File: src/rtl/multicycle_ctrl_pkg.sv
// multicycle_ctrl_pkg: opcodes, FSM state encodings and next-PC selects shared by the multicycle controller
package multicycle_ctrl_pkg;
  localparam logic [5:0] OP_R    = 6'b000000;
  localparam logic [5:0] OP_ADDI = 6'b001000;
  localparam logic [5:0] OP_ORI  = 6'b001101;
  localparam logic [5:0] OP_LW   = 6'b100011;
  localparam logic [5:0] OP_SW   = 6'b101011;
  localparam logic [5:0] OP_BEQ  = 6'b000100;
  localparam logic [5:0] OP_BNE  = 6'b000101;
  localparam logic [5:0] OP_BLTZ = 6'b000001;
  localparam logic [5:0] OP_J    = 6'b000010;
  localparam logic [5:0] OP_HALT = 6'b111111;
  localparam logic [1:0] PC_SEQ = 2'b00;
  localparam logic [1:0] PC_BR  = 2'b01;
  localparam logic [1:0] PC_JMP = 2'b10;
  typedef enum logic [3:0] {
    S_IF     = 4'd0,
    S_ID     = 4'd1,
    S_EXE_AL = 4'd2,
    S_EXE_LS = 4'd3,
    S_EXE_BR = 4'd4,
    S_MEM    = 4'd5,
    S_WB_AL  = 4'd6,
    S_WB_LD  = 4'd7,
    S_HALT   = 4'd8
  } state_t;
  function automatic logic br_taken(logic [5:0] op, logic zero, logic sign);
    return (op == OP_BEQ && zero) || (op == OP_BNE && !zero) || (op == OP_BLTZ && sign);
  endfunction
endpackage

File: src/rtl/multicycle_ctrl_if.sv
// multicycle_ctrl_if: datapath-to-controller status and controller strobes
interface multicycle_ctrl_if #(parameter int CNT_W = 32);
  logic [5:0] Op;
  logic ZERO;
  logic SIGN;
  logic mem_ready;
  logic PCWre;
  logic IRWre;
  logic RegWr;
  logic nRD;
  logic nWR;
  logic [1:0] PCSel;
  logic [3:0] state;
  logic halted;
  logic fault;
  logic [CNT_W-1:0] retired;
  modport master (
    input  Op, ZERO, SIGN, mem_ready,
    output PCWre, IRWre, RegWr, nRD, nWR, PCSel, state, halted, fault, retired
  );
  modport slave (
    output Op, ZERO, SIGN, mem_ready,
    input  PCWre, IRWre, RegWr, nRD, nWR, PCSel, state, halted, fault, retired
  );
endinterface

File: src/rtl/multicycle_ctrl.sv
// multicycle_ctrl: IF/ID/EXE/MEM/WB sequencer owning every state-changing strobe of the datapath
module multicycle_ctrl
  import multicycle_ctrl_pkg::*;
#(
  parameter int WAIT_MAX = 15,
  parameter int CNT_W    = 32
) (
  input logic clk,
  input logic RST,
  multicycle_ctrl_if.master bus
);
  localparam int WC_W = $clog2(WAIT_MAX + 1);
  state_t state, state_nx;
  logic [WC_W-1:0] wcnt, wcnt_nx;
  logic fault, fault_nx, retire;
  logic [CNT_W-1:0] retired;
  always_ff @(posedge clk) begin
    if (RST) begin
      state   <= S_IF;
      wcnt    <= '0;
      fault   <= 1'b0;
      retired <= '0;
    end else begin
      state   <= state_nx;
      wcnt    <= wcnt_nx;
      fault   <= fault_nx;
      retired <= retired + CNT_W'(retire);
    end
  end
  // retire marks exactly the cycles that issue a completing PC load
  always_comb begin
    state_nx = S_IF;
    wcnt_nx  = wcnt;
    fault_nx = fault;
    retire   = 1'b0;
    case (state)
      S_IF:     state_nx = S_ID;
      S_ID:
        case (bus.Op)
          OP_HALT:                  state_nx = S_HALT;
          OP_R, OP_ADDI, OP_ORI:    state_nx = S_EXE_AL;
          OP_LW, OP_SW:             state_nx = S_EXE_LS;
          OP_BEQ, OP_BNE, OP_BLTZ:  state_nx = S_EXE_BR;
          default:                  retire   = 1'b1;
        endcase
      S_EXE_AL: state_nx = S_WB_AL;
      S_EXE_LS: begin
        state_nx = S_MEM;
        wcnt_nx  = '0;
      end
      S_EXE_BR: retire = 1'b1;
      S_MEM:
        if (bus.mem_ready) begin
          state_nx = bus.Op == OP_LW ? S_WB_LD : S_IF;
          retire   = bus.Op != OP_LW;
        end else if (wcnt == WC_W'(WAIT_MAX - 1)) begin
          state_nx = S_HALT;
          fault_nx = 1'b1;
        end else begin
          state_nx = S_MEM;
          wcnt_nx  = wcnt + 1'b1;
        end
      S_WB_AL, S_WB_LD: retire = 1'b1;
      S_HALT:   state_nx = S_HALT;
      default:  state_nx = S_IF;
    endcase
  end
  always_comb begin
    bus.PCWre   = retire;
    bus.IRWre   = state == S_IF;
    bus.RegWr   = state == S_WB_AL || state == S_WB_LD;
    bus.nRD     = !(state == S_MEM && bus.Op == OP_LW);
    bus.nWR     = !(state == S_MEM && bus.Op == OP_SW);
    bus.PCSel   = state == S_ID && bus.Op == OP_J ? PC_JMP :
                  state == S_EXE_BR && br_taken(bus.Op, bus.ZERO, bus.SIGN) ? PC_BR : PC_SEQ;
    bus.state   = state;
    bus.halted  = state == S_HALT;
    bus.fault   = fault;
    bus.retired = retired;
  end
endmodule
File: src/flat_wrapper.sv
// flat-port wrapper written by rule: the top's interface ports become plain ports
module multicycle_ctrl_flat import multicycle_ctrl_pkg::*;
#(
  parameter int WAIT_MAX = 15,
  parameter int CNT_W    = 32
)
  (clk, RST, bus_Op, bus_ZERO, bus_SIGN, bus_mem_ready, bus_PCWre, bus_IRWre, bus_RegWr, bus_nRD, bus_nWR, bus_PCSel, bus_state, bus_halted, bus_fault, bus_retired);
  multicycle_ctrl_if #(.CNT_W(CNT_W)) bus_i ();
  input logic clk;
  input logic RST;
  input wire logic [$bits(bus_i.Op)-1:0] bus_Op;
  input wire logic [$bits(bus_i.ZERO)-1:0] bus_ZERO;
  input wire logic [$bits(bus_i.SIGN)-1:0] bus_SIGN;
  input wire logic [$bits(bus_i.mem_ready)-1:0] bus_mem_ready;
  output wire logic [$bits(bus_i.PCWre)-1:0] bus_PCWre;
  output wire logic [$bits(bus_i.IRWre)-1:0] bus_IRWre;
  output wire logic [$bits(bus_i.RegWr)-1:0] bus_RegWr;
  output wire logic [$bits(bus_i.nRD)-1:0] bus_nRD;
  output wire logic [$bits(bus_i.nWR)-1:0] bus_nWR;
  output wire logic [$bits(bus_i.PCSel)-1:0] bus_PCSel;
  output wire logic [$bits(bus_i.state)-1:0] bus_state;
  output wire logic [$bits(bus_i.halted)-1:0] bus_halted;
  output wire logic [$bits(bus_i.fault)-1:0] bus_fault;
  output wire logic [$bits(bus_i.retired)-1:0] bus_retired;
  assign bus_i.Op = bus_Op;
  assign bus_i.ZERO = bus_ZERO;
  assign bus_i.SIGN = bus_SIGN;
  assign bus_i.mem_ready = bus_mem_ready;
  assign bus_PCWre = bus_i.PCWre;
  assign bus_IRWre = bus_i.IRWre;
  assign bus_RegWr = bus_i.RegWr;
  assign bus_nRD = bus_i.nRD;
  assign bus_nWR = bus_i.nWR;
  assign bus_PCSel = bus_i.PCSel;
  assign bus_state = bus_i.state;
  assign bus_halted = bus_i.halted;
  assign bus_fault = bus_i.fault;
  assign bus_retired = bus_i.retired;
  multicycle_ctrl #(.WAIT_MAX(WAIT_MAX), .CNT_W(CNT_W)) u_core (.clk(clk), .RST(RST), .bus(bus_i));
endmodule
File: config.mk
export PLATFORM = sky130hd
export DESIGN_NAME = multicycle_ctrl_flat
export DESIGN_NICKNAME = d
export VERILOG_FILES = /design/src/rtl/multicycle_ctrl_pkg.sv /design/src/rtl/multicycle_ctrl_if.sv /design/src/rtl/multicycle_ctrl.sv /design/src/flat_wrapper.sv
export SDC_FILE = /design/constraint.sdc
export NUM_CORES = 1
export LEC_CHECK = 0
export ABC_AREA = 1
export CAP_MARGIN = 20
export CORE_MARGIN = 2
export CORE_UTILIZATION = 40
export DETAILED_ROUTE_END_ITERATION = 7
export PLACE_DENSITY = 0.73
export SYNTH_ARGS = -nofsm -noshare
export SYNTH_HDL_FRONTEND = slang
export SYNTH_SLANG_ARGS = --single-unit
export TNS_END_PERCENT = 10
File: constraint.sdc
create_clock -name clk -period 5.27 [get_ports clk]
set_input_delay 0.527 -clock clk [delete_from_list [all_inputs] [get_ports clk]]
set_output_delay 0.527 -clock clk [all_outputs]
set_load 0.05 [all_outputs]
# After elaboration in Yosys (flattened, before gate mapping)
# Cells that the tools add are included.
# totals
inputBits	11
mem_bits_ro	0
ramBits	0
latchBits	0
ff_bits	41
out_inout_bits	45
mem_count	0
# op_classes
mul	0
addsub	2
shifts	0
n_lt_le_gt_ge	0
eq_ne	21
n_bitwise	1
div_mod_pow	0
reduce_logical	23
muxes	13
# ops
op	n
adder 32 x 1 -> 32 bit	1
one-hot mux 4 bit (6 select lines)	1
== test 6 bit, second input constant	3
== test 4 x 3 -> 1 bit, second input constant	4
two-way mux 4 bit	4
one-hot mux 4 bit (4 select lines)	1
== test 6 x 3 -> 1 bit, second input constant	2
== test 6 x 4 -> 1 bit, second input constant	2
OR reduction 3 bit	3
OR reduction 9 bit	1
== test 4 x 2 -> 1 bit, second input constant	2
== test 4 bit, second input constant	2
one-hot mux 4 bit (2 select lines)	1
logical AND 1 bit	7
== test 6 x 1 -> 1 bit, second input constant	1
== test 6 x 2 -> 1 bit, second input constant	1
zero test 6 bit	1
!= test 6 bit, second input constant	1
AND reduction 3 bit	2
adder 4 x 1 -> 4 bit, second input constant	1
== test 4 x 1 -> 1 bit, second input constant	1
zero test 4 bit	1
!= test 2 bit, second input constant	2
zero test 1 bit	3
other kinds (8)	12

# Depth between registers and ports, before layout
# depth
ltp_word	7
mapped_depth	17
ltp_nobuf	17

# Worst setup path before layout
# No wires, ideal clock.
# synth_path
kind	register to register
from	register u_core.state[0], in the netlist u_core.bus.state[0]
to	register u_core.retired[20], in the netlist u_core.bus.retired[20]
required_time_ns	5.155
arrival_time_ns	2.791
stages_incl_launch_ff	16
slack_ns	2.364
n_path_buf	0
cell_sequence	dfxtp_1 -> inv_1 -> nor2_1 -> nand2_1 -> inv_1 -> nand3_1 -> nand2_1 -> ha_1 -> ha_1 -> nand2_1 -> nor2_1 -> nand3_1 -> nor2_1 -> nand2_1 -> nand2_1 -> nor2_1
# synth_between
elab_chain_cells	4
# synth_rtl
element	line	rtl
start, declared	multicycle_ctrl.sv:13	state_t state, state_nx;
start signal, assigned	multicycle_ctrl.sv:24	state <= state_nx;
== test 4 x 3 -> 1 bit	multicycle_ctrl.sv:36	case (state)
OR reduction 3 bit (no source line)	n/a	
one-hot mux 1 bit (3 select lines) *	multicycle_ctrl.sv:36	
net bus_PCWre	flat_wrapper.sv:15	output wire logic [$bits(bus_i.PCWre)-1:0] bus_PCWre;
adder 32 x 1 -> 32 bit *	multicycle_ctrl.sv:27	retired <= retired + CNT_W'(retire);
end signal, assigned	multicycle_ctrl.sv:27	
end, declared	multicycle_ctrl.sv:16	logic [CNT_W-1:0] retired;
# The timed path passes the listed nets; every way through them passes the cells marked *.
# A chain may end at the register's enable or synchronous reset.

# Worst setup path in the final report
# layout_path
from	input port bus_Op[1]
to	output port bus_PCWre
# layout_between
elab_chain_cells	4
# layout_rtl
element	line	rtl
start, declared	flat_wrapper.sv:11	input wire logic [$bits(bus_i.Op)-1:0] bus_Op;
== test 6 bit (tied with other cells)	multicycle_ctrl.sv:39	case (bus.Op)
OR reduction 9 bit (no source line)	n/a	
two-way mux 1 bit	multicycle_ctrl.sv:39	
one-hot mux 1 bit (3 select lines) *	multicycle_ctrl.sv:36	
end, declared	flat_wrapper.sv:15	
# Every way passes the cells marked *; elsewhere a longest branch is shown, timed or not.

==> metrics.txt <==
status=complete, no violations; Synth top cells by count=nand2_1 (125), nor2_1 (81), inv_1 (47); min-delay worst type=register to register; DRT iter0 DRCs=134; clock root cell=clkbuf_8; Largest stage delay, worst path=810 ps; Synth Area in Compound Gates=8.88%; Mean Syn Cell Area=5.98 um^2; H-Tree Level Count=2; WP buf/inv=3; Power Internal=0.427 mW; critical-path cell list=clkdlybuf4s50_1 -> inv_1 -> nand2_1 -> o21ai_0 -> a21oi_1 -> nand3_1 -> nand2_1 -> clkdlybuf4s50_1; NetSw=0.153 mW; syn nets=425; type of origin of the critical path=input port; RSZ-0062 raised after global routing=false; Yosys cell types=19; Clk pwr share=34.2%; Starting Density=41.4%; Synth Register Bits=41; Comb power frac=11.4%; TritonCTS clock tree=done; Cells after Synth=410; critical path fanouts, max=4; hpwl dp=5030 um; Worst Tran Pin Value=509 ps; die height=82.3 um; Seq/Total Area, Yosys=33.5%; Synth top area share=33.5%; Setup-failing EPs final=0; Slew Viols, Final=0; IO Pins=56; Slew headroom=66.0%; Core Util, Final=53.6%; worst skew pair latency=290 ps; global-route wire length before repair=10,600 um; vias in the first global route=2,402; initial antenna violation count=0; ys flop type=dfxtp_1; largest family of logic cells by synthesized area=simple AND/OR/NAND/NOR gates; Final Skew=6.01 ps; Final Hold Fails=0; area leader, netlist=dfxtp_1; GP Congestion=0.926; mux contribution to synthesized area=0%; Synth area leaders=dfxtp_1 (33%), nand2_1 (19%), nor2_1 (12%); Port-buffer cells=55; post-route insts no fill=545; pwr dens=183 mW/mm^2; clock slew at reported path FFs=70 ps; clock buffer depth=2; DIE AREA=0.00677 mm^2; share of cells above drive strength 1=3.83%; die width=82.3 um; slowest CP cell=clkdlybuf4s50_1; GRT Util Overall=20.1%; GRT Residual Overflow=0; total core area=0.00592 mm^2; Crit. End Element=primary output; Inserted Clock Buffers=5; Antenna Cells=0; Layout area overhead=29.3%; Synth Area in Simple Gates=46.0%; FMAX=336 MHz; warnings from Yosys=0; num rows=28; VDD IR max=102 uV; Critical Path RT=4740 ps; maxcap violations=0; Post-Synth Adder-Cell Area=2.04%; Arrival @ worst endpoint=2450 ps; final worst slack=2300 ps; Hold-fix buffers, CTS=0; Post-Synth XOR/XNOR Area=1.79%; critical path class=input port to primary output; Seq pwr share=54.4%; vias per cell=5.03; dpl cells=537; Final min period=2970 ps; WL/cell=11.8 um; post-route ant nets=0; setup tns final=0 ps; Post-CTS Resized=0; drt pass-1 iters=5; Sw Share=26.4%; Post-Syn Area=0.00245 mm^2; Nets=484; period utilisation layout=56.4%; Post-route DRC=0; pin count of the biggest net entering global routing=34; vias post-DR=2,739; LEAKAGE=1.07 nW; count of flip-flops with a built-in enable after synthesis=0; pre-CTS setup slack=2220 ps; ys async rst share=0%; CP delay by family, top=buffers and inverters; most frequent cell after synthesis=nand2_1; Detailed Route WL=6410 um; Sink Count=41; Setup Fix Bufs, Post-CTS=0
power by group through the flow:
| stage | Sequential (mW) | Combinational, mW | Clock [mW] |
|---|---|---|---|
| 2_1_floorplan | 0.333 | 0.0309 | 0 |
| 3_3_place_gp | 0.323 | 0.0656 | 0 |
| 3_5_place_dp | 0.323 | 0.0658 | 0 |
| 4_1_cts | 0.316 | 0.0662 | 0.203 |
| 5_1_grt | 0.316 | 0.0715 | 0.220 |
| 6_report | 0.316 | 0.0661 | 0.199 |
final timing paths:
kind	end	depth (start not counted)	startpoint	slack (ps)
worst max-delay path	bus_PCWre	8	bus_Op[1]	2300
worst min-delay path	u_core.bus.fault	2	u_core.bus.fault	450
worst max register to register	u_core.bus.retired[18]	13	u_core.bus.state[0]	2700
worst min register to register	u_core.bus.fault	2	u_core.bus.fault	450
per-layer routing:
metal	up-vias	wire length (um)	global-route usage [%]
li1	1411	-	-
met1	1227	2880	25.5
met2	93	2990	34.1
met3	8	452	4.67
met4	0	86	5.00
met5	-	0	0
stage by stage:
| stage | total power [mW] | hold slack, ps | cell area (um^2) |
|---|---|---|---|
| 2_1_floorplan | 0.364 | 472 | 2450 |
| 3_3_place_gp | 0.389 | 441 | 3090 |
| 3_5_place_dp | 0.389 | 445 | 3090 |
| 4_1_cts | 0.585 | 456 | 3170 |
| 5_1_grt | 0.608 | 482 | 3170 |
| 6_report | 0.580 | 452 | 3170 |
worst min-delay path, stage by stage, from the launching register on:
cell and delay (ps):
dfxtp_1 310, inv_1 40, a21oi_1 50
layout make-up:
type                            instances  area, um^2
Tap cell                               75        93.8
Clock buffer                            6        72.6
Timing Repair Buffer                   56         558
Clock inverter                          2        10.0
Fill cell                             597        2750
Multi-Input combinational cell        318        1440
Inverter                               47         176
Sequential cell                        41         821
cell usage in the layout, fill, tap and decap left out, drive strengths merged:
| cell type | instances |
|---|---|
| a21oi | 32 |
| buf | 1 |
| clkbuf | 6 |
| clkdlybuf4s50 | 55 |
| clkinv | 2 |
| dfxtp | 41 |
| ha | 4 |
| inv | 47 |
| nand2 | 127 |
| nand3 | 40 |
| nand3b | 1 |
| nand4 | 3 |
| nor2 | 89 |
| nor3 | 6 |
| o21a | 3 |
| o21ai | 7 |
| or2 | 1 |
| xnor2 | 4 |
| xor2 | 1 |
logic make-up after synthesis:
family,count (synthesis)
AO/OA/AOI/OAI,42
adder cells (fa/ha/maj),4
XOR/XNOR,5
flip-flops,41
AND/OR/NAND/NOR,267
buffers and inverters,51
flip-flops by register name (all words and copies together) (netlist names):
| name | flops |
|---|---|
| u_core.wcnt | 4 |
| u_core.bus.retired | 32 |
| u_core.bus.fault | 1 |
| u_core.bus.state | 4 |
Power figures use the tool's default switching activity.
